File: src/rtl/text_overlay_reader_pkg.sv
// Shared font constants and ROM address helpers for the text overlay.
// Codes 0x00-0x0E are glyphs (0x0E is space); 0x10-0x19 are digits 0-9.
package text_overlay_reader_pkg;

    localparam logic [6:0] FONT_SPACE  = 7'h0E;
    localparam logic [6:0] FONT_DIGIT0 = 7'h10;
    localparam logic [6:0] FONT_LAST   = 7'h19;

    function automatic logic [10:0] rom_pack(
        input logic [6:0] code,
        input logic [2:0] grow
    );
        return {code, 1'b0, grow};
    endfunction

    localparam logic [10:0] BLANK_ADDR = {FONT_SPACE, 4'h0};

    function automatic logic font_code_valid(input logic [6:0] code);
        return (code <= FONT_SPACE) ||
               (code >= FONT_DIGIT0 && code <= FONT_LAST);
    endfunction

endpackage

File: src/rtl/text_overlay_reader_buf.sv
// Host-writable character line buffer with combinational read port.
// Reset fills every slot with the space code.
module text_line_buffer
    import text_overlay_reader_pkg::*;
#(
    parameter int N_CHARS = 16,
    parameter int IW      = $clog2(N_CHARS)
) (
    input  logic          clk,
    input  logic          rst,
    input  logic          wr_en,
    input  logic [IW-1:0] wr_idx,
    input  logic [6:0]    wr_char,
    input  logic [IW-1:0] rd_idx,
    output logic [6:0]    rd_char
);

    logic [6:0] mem [N_CHARS];

    always_ff @(posedge clk or posedge rst) begin
        if (rst) begin
            for (int i = 0; i < N_CHARS; i++)
                mem[i] <= FONT_SPACE;
        end else if (wr_en && (int'(wr_idx) < N_CHARS)) begin
            mem[wr_idx] <= wr_char;
        end
    end

    // Reads see the pre-write contents during a write cycle.
    assign rd_char = mem[rd_idx];

endmodule

File: src/rtl/text_overlay_reader.sv
// Maps scan coordinates to font ROM addresses and serializes glyph rows.
// Two-cycle pipeline; stage 1 lines up with the ROM's registered address.
module text_overlay_reader
    import text_overlay_reader_pkg::*;
#(
    parameter int         X0         = 256,
    parameter int         Y0         = 32,
    parameter int         N_CHARS    = 16,
    parameter int         SCALE_LOG2 = 0,
    parameter logic [7:0] FG_RGB     = 8'hFF
) (
    input  logic                       clk,
    input  logic                       rst,
    input  logic                       video_on,
    input  logic [9:0]                 col,
    input  logic [9:0]                 row,
    input  logic [7:0]                 bg_rgb,
    input  logic                       wr_en,
    input  logic [$clog2(N_CHARS)-1:0] wr_idx,
    input  logic [6:0]                 wr_char,
    output logic [10:0]                rom_addr,
    input  logic [7:0]                 rom_data,
    output logic [7:0]                 rgb_out,
    output logic                       pixel_on,
    output logic                       out_valid
);

    localparam int IW = $clog2(N_CHARS);
    localparam int S  = 1 << SCALE_LOG2;
    localparam int CW = 8 << SCALE_LOG2;

    localparam logic [10:0] X_LO = 11'(X0);
    localparam logic [10:0] X_HI = 11'(X0 + N_CHARS * CW);
    localparam logic [10:0] Y_LO = 11'(Y0);
    localparam logic [10:0] Y_HI = 11'(Y0 + 8 * S);

    logic [9:0]    dx;
    logic [9:0]    dy;
    logic          in_win;
    logic [IW-1:0] idx;
    logic [2:0]    glyph_row;
    logic [2:0]    bit_sel;
    logic [6:0]    code;
    logic          blank;

    logic          in_win_d1;
    logic          blank_d1;
    logic [2:0]    bit_sel_d1;
    logic          video_on_d1;
    logic [7:0]    bg_d1;
    logic          lit;

    // Bounds checked on unwrapped values; dx/dy only matter inside.
    assign in_win = video_on &&
                    ({1'b0, col} >= X_LO) && ({1'b0, col} < X_HI) &&
                    ({1'b0, row} >= Y_LO) && ({1'b0, row} < Y_HI);

    assign dx        = col - 10'(X0);
    assign dy        = row - 10'(Y0);
    assign idx       = IW'(dx >> (3 + SCALE_LOG2));
    assign glyph_row = 3'(dy >> SCALE_LOG2);
    assign bit_sel   = 3'(dx >> SCALE_LOG2);
    assign blank     = ~font_code_valid(code);
    assign rom_addr  = in_win ? rom_pack(code, glyph_row) : BLANK_ADDR;

    text_line_buffer #(
        .N_CHARS (N_CHARS),
        .IW      (IW)
    ) u_buf (
        .clk     (clk),
        .rst     (rst),
        .wr_en   (wr_en),
        .wr_idx  (wr_idx),
        .wr_char (wr_char),
        .rd_idx  (idx),
        .rd_char (code)
    );

    always_ff @(posedge clk or posedge rst) begin
        if (rst) begin
            in_win_d1   <= 1'b0;
            blank_d1    <= 1'b0;
            bit_sel_d1  <= 3'd0;
            video_on_d1 <= 1'b0;
            bg_d1       <= 8'h00;
        end else begin
            in_win_d1   <= in_win;
            blank_d1    <= blank;
            bit_sel_d1  <= bit_sel;
            video_on_d1 <= video_on;
            bg_d1       <= bg_rgb;
        end
    end

    assign lit = in_win_d1 & ~blank_d1 & rom_data[3'd7 - bit_sel_d1];

    always_ff @(posedge clk or posedge rst) begin
        if (rst) begin
            pixel_on  <= 1'b0;
            rgb_out   <= 8'h00;
            out_valid <= 1'b0;
        end else begin
            pixel_on  <= lit;
            rgb_out   <= video_on_d1 ? (lit ? FG_RGB : bg_d1) : 8'h00;
            out_valid <= video_on_d1;
        end
    end

endmodule

File: config.mk
export PLATFORM = sky130hd
export DESIGN_NAME = text_overlay_reader
export DESIGN_NICKNAME = d
export VERILOG_FILES = /design/src/rtl/text_overlay_reader_pkg.sv /design/src/rtl/text_overlay_reader_buf.sv /design/src/rtl/text_overlay_reader.sv
export SDC_FILE = /design/constraint.sdc
export NUM_CORES = 1
export LEC_CHECK = 0
export BUFFER_PORTS_ARGS = -buffer_cell sky130_fd_sc_hd__buf_2
export CORE_AREA = 2 2 117 119
export CTS_CLUSTER_DIAMETER = 40
export DETAILED_ROUTE_END_ITERATION = 6
export DIE_AREA = 0 0 119 121
export GPL_ROUTABILITY_DRIVEN = 0
export HOLD_SLACK_MARGIN = 0.15
export PLACE_DENSITY = 0.72
export SYNTH_ARGS = -nofsm -noshare
export SYNTH_HDL_FRONTEND = slang
export SYNTH_HIERARCHICAL = 1
export SYNTH_SLANG_ARGS = --single-unit
File: constraint.sdc
create_clock -name clk -period 3.75 [get_ports clk]
set_input_delay 0 -clock clk [delete_from_list [all_inputs] [get_ports clk]]
set_output_delay 0 -clock clk [all_outputs]
set_load 0.02 [all_outputs]
==> results of run 1 <==
-- worst min-delay path: stages --
cell and delay (ps):
buf_2 140, or4_4 250, mux2_4 180
-- worst min-delay path by stage --
| stage | endpoint | slack, ps | cells past startpoint |
|---|---|---|---|
| finish | u_buf/mem[104]$_DFFE_PP0P_ | 180 | 3 |
| global route | u_buf/mem[104]$_DFFE_PP0P_ | 200 | 3 |
| CTS | u_buf/mem[104]$_DFFE_PP0P_ | 170 | 3 |
| detailed placement | bg_d1[5]$_DFF_PP0_ | 110 | 1 |
| global placement | bg_d1[0]$_DFF_PP0_ | 110 | 1 |
| floorplan | bg_d1[0]$_DFF_PP0_ | 10 | 1 |
-- report_power, final --
group	total, mW	leakage, nW	switching, mW	internal, mW
clock network	1.87	0.327	0.612	1.26
logic	0.682	1.36	0.262	0.420
registers	2.01	1.58	0.154	1.85
total	4.56	3.27	1.03	3.53
-- cells in the final DEF (no fill, tap or decap), types with 2 or more instances in the layout --
cell type        n
and2_1           8
dfrtp_1         88
dfstp_2         48
buf_4            2
nand3_1          4
buf_2           70
nor2b_1          3
nor3_1           2
nand2b_1        11
dlygate4sd3_1   28
nor2_1           2
clkinv_2         4
clkinv_4         2
mux4_2          28
nor3b_1          2
mux2_2         107
nor3_2           3
mux2_4           8
nor2_2           6
nand2_1         18
a22oi_1         14
o31ai_1          9
nand3b_1         2
clkbuf_16       17
bufinv_16        6
-- metal layers --
| layer | vias up | global-route usage | wire length (µm) |
|---|---|---|---|
| met5 | - | 0 | 0 |
| met4 | 0 | 0.0670 | 229 |
| met3 | 18 | 0.0526 | 648 |
| met2 | 119 | 0.333 | 6520 |
| met1 | 1954 | 0.283 | 6360 |
| li1 | 1673 | - | - |
-- kinds of logic after synthesis --
| logic type | after synthesis |
|---|---|
| DFF | 136 |
| other | 1 |
| buffers and inverters | 28 |
| AOI/OAI and AO/OA | 27 |
| and+or+nand+nor | 67 |
| muxes | 144 |
-- cell type report --
type	instances	area (µm²)
Tap cell	176	220
Multi-Input combinational cell	239	2600
Timing Repair Buffer	100	646
Fill cell	1015	5480
Sequential cell	136	3460
Inverter	2	10.0
Clock buffer	19	443
Clock inverter	13	225
-- metrics by stage --
stage	setup slack [ps]	area (µm²)	hold WS [ps]	power (mW)
after global placement	1400	6660	111	2.64
after floorplan	870	6230	14.6	2.49
after CTS	1570	7600	168	4.60
final	1560	7600	182	4.56
after global routing	1410	7600	200	4.76
after detailed placement	1380	6660	109	2.68
-- what timing repair did --
item | CTS | global route
endpoints found under the hold margin | 198 | 0
endpoints found under the setup margin | 0 | 0
hold buffers | 28 | 0
gates resized for setup | 0 | 0
-- registers in the layout, indices dropped and copies added, names as in the netlist --
register,flops
u_buf/mem,112
bg_d1,8
rgb_out,8
bit_sel_d1,3
blank_d1,1
in_win_d1,1
out_valid,1
pixel_on,1
video_on_d1,1
==> flow_summary.ini, run 1 <==
[power]
vdd_drop_max_uv = 350
p_per_area_nw_per_um2 = 600
cellLeakagePower_nw = 3.27

[floorplanning]
row_count = 42
dieHeight_um = 121
initial_core_util = 0.476
io_pins = 72
core_area_um2 = 13100
dieWidth_um = 119
dieArea_um2 = 14400

[finish]
drive_above_1_share = 0.607
area_growth_syn_to_layout_pct = 22.0
n_antenna_cell = 0
nets = 547
final_cells = 685
final_core_util = 0.581

[setup_path]
crit_end = rom_addr[4]
crit_path_start = row[9]
crit_type = input pin to primary output
cp_top_family = buffers and inverters
timing.rr.end = blank_d1$_DFF_PP0_
cp_max_fo = 11
cp.arrival_ps = 2190
critical_path_required_ps = 3750
reg2reg_depth = 6
cpMaxStageDelayCell = dlygate4sd3_1
regToRegSetupSlack_ps = 1910
rr_startpoint = u_buf/mem[30]$_DFFE_PP1P_
critical_path_cell_count = 7
critical-path-max-stage-delay_ps = 580
start_kind = input pin
cp.buffers_inverters = 4
crit_chain = dlygate4sd3_1 -> buf_2 -> nor4bb_1 -> dlygate4sd3_1 -> and3_1 -> and2_1 -> buf_2
end_kind = primary output

[timing]
max_slew_margin = 0.289
min_period_ps = 2190
fin_setup_tns_ps = 0
hold_violations = 0
grt_setup_unrepaired = no
setup-violations-final = 0
fin_crit_sh = 0.583
clock.fmax_mhz = 457
worst_pin_slew_ps = 1070
slew_violations = 0
skew_ps = 4.45

[yosys]
synth_flop_cell = dfrtp_1
synth_top_area_share = 0.353
yosysMostFrequentCell = mux2_2
synthTopCellsByArea = dfrtp_1 (35%), dfstp_2 (20%), mux2_2 (19%), mux4_2 (10%), mux2_4 (1.9%)
yosysTopAreaCell = dfrtp_1
synthSimpleGateAreaFrac = 0.0632
synth_fp_nets = 454
synth_seq_cells = 136
ys_top_cells_by_count = mux2_2 (107), dfrtp_1 (88), dfstp_2 (48)
synth_compound_area_frac = 0.0373
yosys-mux-area-fraction = 0.315
yosysSeqAreaShare = 0.555
synth_cells = 403
avgSynthCellArea_um2 = 15.5
ys.warnings.count = 6
synthArstFlopShare = 1.00
synthAdderAreaFrac = 0
synth_xor_xnor_area_share = 0
synth_area_um2 = 6230
synth_top_family_by_area = multiplexers
synth_edf_count = 0
netlist-cell-type-count = 38

[min_path]
hold_path.class = input pin to flip-flop
hold_start = wr_idx[2]

[grt]
grt_usage = 0.209
antenna_found_initial = 0
grt_pass1_vias = 3983
grt_max_degree = 89
grt-ovfl-total = 0
grt_pass1_wl_um = 22200

[detailed_routing]
wl_um = 13800
drt_iter0_markers = 276
vias = 3764
via_per_inst = 5.49
first_pass_iters = 4
ant_nets = 0
drc_errors = 0
wl_per_cell_um = 20.1

[clocking]
post_cts_buffers = 0
clk_pin_slew_ps = 60
root_buffer = clkbuf_16
tritoncts = done
cts_buffers = 17
clk_path_buf_depth = 2
clock_sinks = 136
htreeDepth = 4
clk-insertion-delay-late_ps = 420

[placed_design]
port_buffers = 70
place_hpwl_um = 8960
dpl.cell_count = 625

[flow_run]
max_cap_violations = 0

[outcome]
status = complete, no violations
Power figures use the tool's default switching activity.
==> run 2: changes to the inputs <==
--- a/config.mk
+++ b/config.mk
@@ -5,14 +5,15 @@
 export SDC_FILE = /design/constraint.sdc
 export NUM_CORES = 1
 export LEC_CHECK = 0
+export ABC_AREA = 1
 export BUFFER_PORTS_ARGS = -buffer_cell sky130_fd_sc_hd__buf_2
-export CORE_AREA = 2 2 117 119
+export CORE_AREA = 2 2 120 122
 export CTS_CLUSTER_DIAMETER = 40
 export DETAILED_ROUTE_END_ITERATION = 6
-export DIE_AREA = 0 0 119 121
+export DIE_AREA = 0 0 122 124
 export GPL_ROUTABILITY_DRIVEN = 0
 export HOLD_SLACK_MARGIN = 0.15
-export PLACE_DENSITY = 0.72
+export PLACE_DENSITY = 0.71
 export SYNTH_ARGS = -nofsm -noshare
 export SYNTH_HDL_FRONTEND = slang
 export SYNTH_HIERARCHICAL = 1
==> constraint.sdc (replaced) <==
create_clock -name clk -period 2.02 [get_ports clk]
set_input_delay 0 -clock clk [delete_from_list [all_inputs] [get_ports clk]]
set_output_delay 0 -clock clk [all_outputs]
set_load 0.02 [all_outputs]
==> flow_summary.ini, run 2 <==
[floorplanning]
io_pins = 72
dieArea_um2 = 15100
initial_core_util = 0.474
dieHeight_um = 124
dieWidth_um = 122
row_count = 43
core_area_um2 = 13700

[timing]
slew_violations = 0
fin_setup_tns_ps = 0
worst_pin_slew_ps = 865
max_slew_margin = 0.423
grt_setup_unrepaired = no
hold_violations = 0
setup-violations-final = 0
skew_ps = 5.65
min_period_ps = 1870
clock.fmax_mhz = 536
fin_crit_sh = 0.924

[finish]
reg_top3 = u_buf/mem (112), bg_d1 (8), rgb_out (8)
layout_commonest_cell = nand2_1
drive_above_1_share = 0.185
regMostFlops = u_buf/mem
area_growth_syn_to_layout_pct = 23.3
final_cells = 1129
largest_reg_flops = 112
fin_area_um2 = 8020
nets = 987
n_antenna_cell = 0
final_cell_mix = nand2_1 (255), inv_1 (138), o21ai_0 (116)

[detailed_routing]
ant_nets = 0
wl_um = 16700
wl_per_cell_um = 14.8
drt_iter0_markers = 442
via_per_inst = 5.01
drc_errors = 0
vias = 5661
first_pass_iters = 5

[yosys]
yosysSeqAreaShare = 0.532
synth_flop_cell = dfrtp_1
synth_fp_nets = 895
avgSynthCellArea_um2 = 7.71
yosysMostFrequentCell = nand2_1
synth_edf_count = 0
synthTopCellsByArea = dfrtp_1 (34%), dfstp_2 (19%), nand2_1 (15%), o21ai_0 (8.9%), nand3_1 (8.1%)
ys.warnings.count = 6
synth_top_area_share = 0.338
synth_area_um2 = 6510
ys_top_cells_by_count = nand2_1 (255), inv_1 (139), o21ai_0 (116)
synth_cells = 844
synthArstFlopShare = 1.00
netlist-cell-type-count = 27
synth_seq_cells = 136
yosysTopAreaCell = dfrtp_1

[clocking]
clock_sinks = 136
htreeDepth = 4
clk_pin_slew_ps = 60
clk_path_buf_depth = 2
tritoncts = done
root_buffer = clkbuf_16
post_cts_buffers = 0
clk-insertion-delay-late_ps = 420
cts_buffers = 17

[setup_path]
crit_type = input pin to primary output
reg2reg_depth = 8
timing.rr.end = rgb_out[5]$_DFF_PP0_
regToRegSetupSlack_ps = 300
cp_max_fo = 8
cp.arrival_ps = 1870
rr_startpoint = bit_sel_d1[0]$_DFF_PP0_
critical_path_required_ps = 2020
end_kind = primary output
start_kind = input pin

[power]
vdd_drop_max_uv = 665
swShare = 0.270
power.internal_mw = 5.94
p_per_area_nw_per_um2 = 1020
switching_power_mw = 2.20
cellLeakagePower_nw = 4.02
power_mw = 8.15
pwr-share-seq = 0.442
pwr-share-clk = 0.402
combPwrFrac = 0.157

[min_path]
hold_path.class = input pin to flip-flop
min_path_cells = 2
hold_start = bg_rgb[4]
worstHoldEndpoint = bg_d1[4]$_DFF_PP0_

[placed_design]
port_buffers = 70
dpl.cell_count = 1057
placed_area_um2 = 6990
place_hpwl_um = 10300

[grt]
grt-ovfl-total = 0
grt_pass1_vias = 5281
grt_max_degree = 113
grt_usage = 0.234
grt_pass1_wl_um = 27100
antenna_found_initial = 0

[flow_run]
max_cap_violations = 0

[outcome]
status = complete, no violations
run 2: logic make-up (layout without fill, tap and decap cells):
group,Yosys count,count (layout),share of synthesized area
other,1,1,0.000576
DFF,136,136,0.532
and+or+nand+nor,394,394,0.259
buffers and inverters,189,294,0.113
AOI/OAI and AO/OA,124,124,0.0954
run 2: power groups by stage:
stage	Sequential, mW	Combinational (mW)	Clock [mW]
floorplan	3.60	0.899	0
global placement	3.62	1.17	0
detailed placement	3.64	1.20	0
CTS	3.60	1.27	3.33
global route	3.65	1.49	3.43
finish	3.60	1.28	3.27
run 2: repair_timing:
item / 4_1_cts / 5_1_grt
hold buffers: 40 / 0
endpoints found under the hold margin: 190 / 0
gates resized for setup: 0 / 1
setup endpoints to repair: 0 / 1
run 2: layer usage:
metal | wire (µm) | global-route usage | vias to the layer above
met3 | 938 | 0.0440 | 26
met4 | 265 | 0.0797 | 0
met1 | 7390 | 0.311 | 2664
met5 | 0 | 0 | -
li1 | - | - | 2789
met2 | 8110 | 0.389 | 182
run 2: per-stage QoR:
stage | utilization | hold slack, ps | setup slack (ps)
floorplan | - | 14.6 | 702
global placement | 0.509 | 108 | 620
detailed placement | 0.509 | 110 | 603
CTS | 0.584 | 203 | 154
global route | 0.585 | 213 | 14.8
finish | 0.585 | 220 | 153
run 2: worst max-delay path by stage:
stage / from / end / slack [ps] / depth (start not counted)
after floorplan: rst / u_buf/mem[0]$_DFFE_PP0P_ / 700 / 1
after global placement: col[4] / blank_d1$_DFF_PP0_ / 620 / 10
after detailed placement: wr_idx[0] / u_buf/mem[50]$_DFFE_PP1P_ / 600 / 4
after CTS: row[6] / rom_addr[4] / 150 / 7
after global routing: row[6] / rom_addr[8] / 10 / 7
final: row[6] / rom_addr[4] / 150 / 7
run 2: worst max-delay path, stage by stage:
cell and delay, ps:
dlygate4sd3_1 530, buf_2 120, nor3b_1 160, dlygate4sd3_1 580, nand2_2 130, nor2_1 150
buf_2 190
run 2: area by class of cell:
type                            count  area [µm²]
Sequential cell                   136        3460
Clock buffer                       17         425
Multi-Input combinational cell    519        2310
Fill cell                        1263        5700
Clock inverter                     15         203
Tap cell                          180         225
Timing Repair Buffer              118         848
Inverter                          144         544
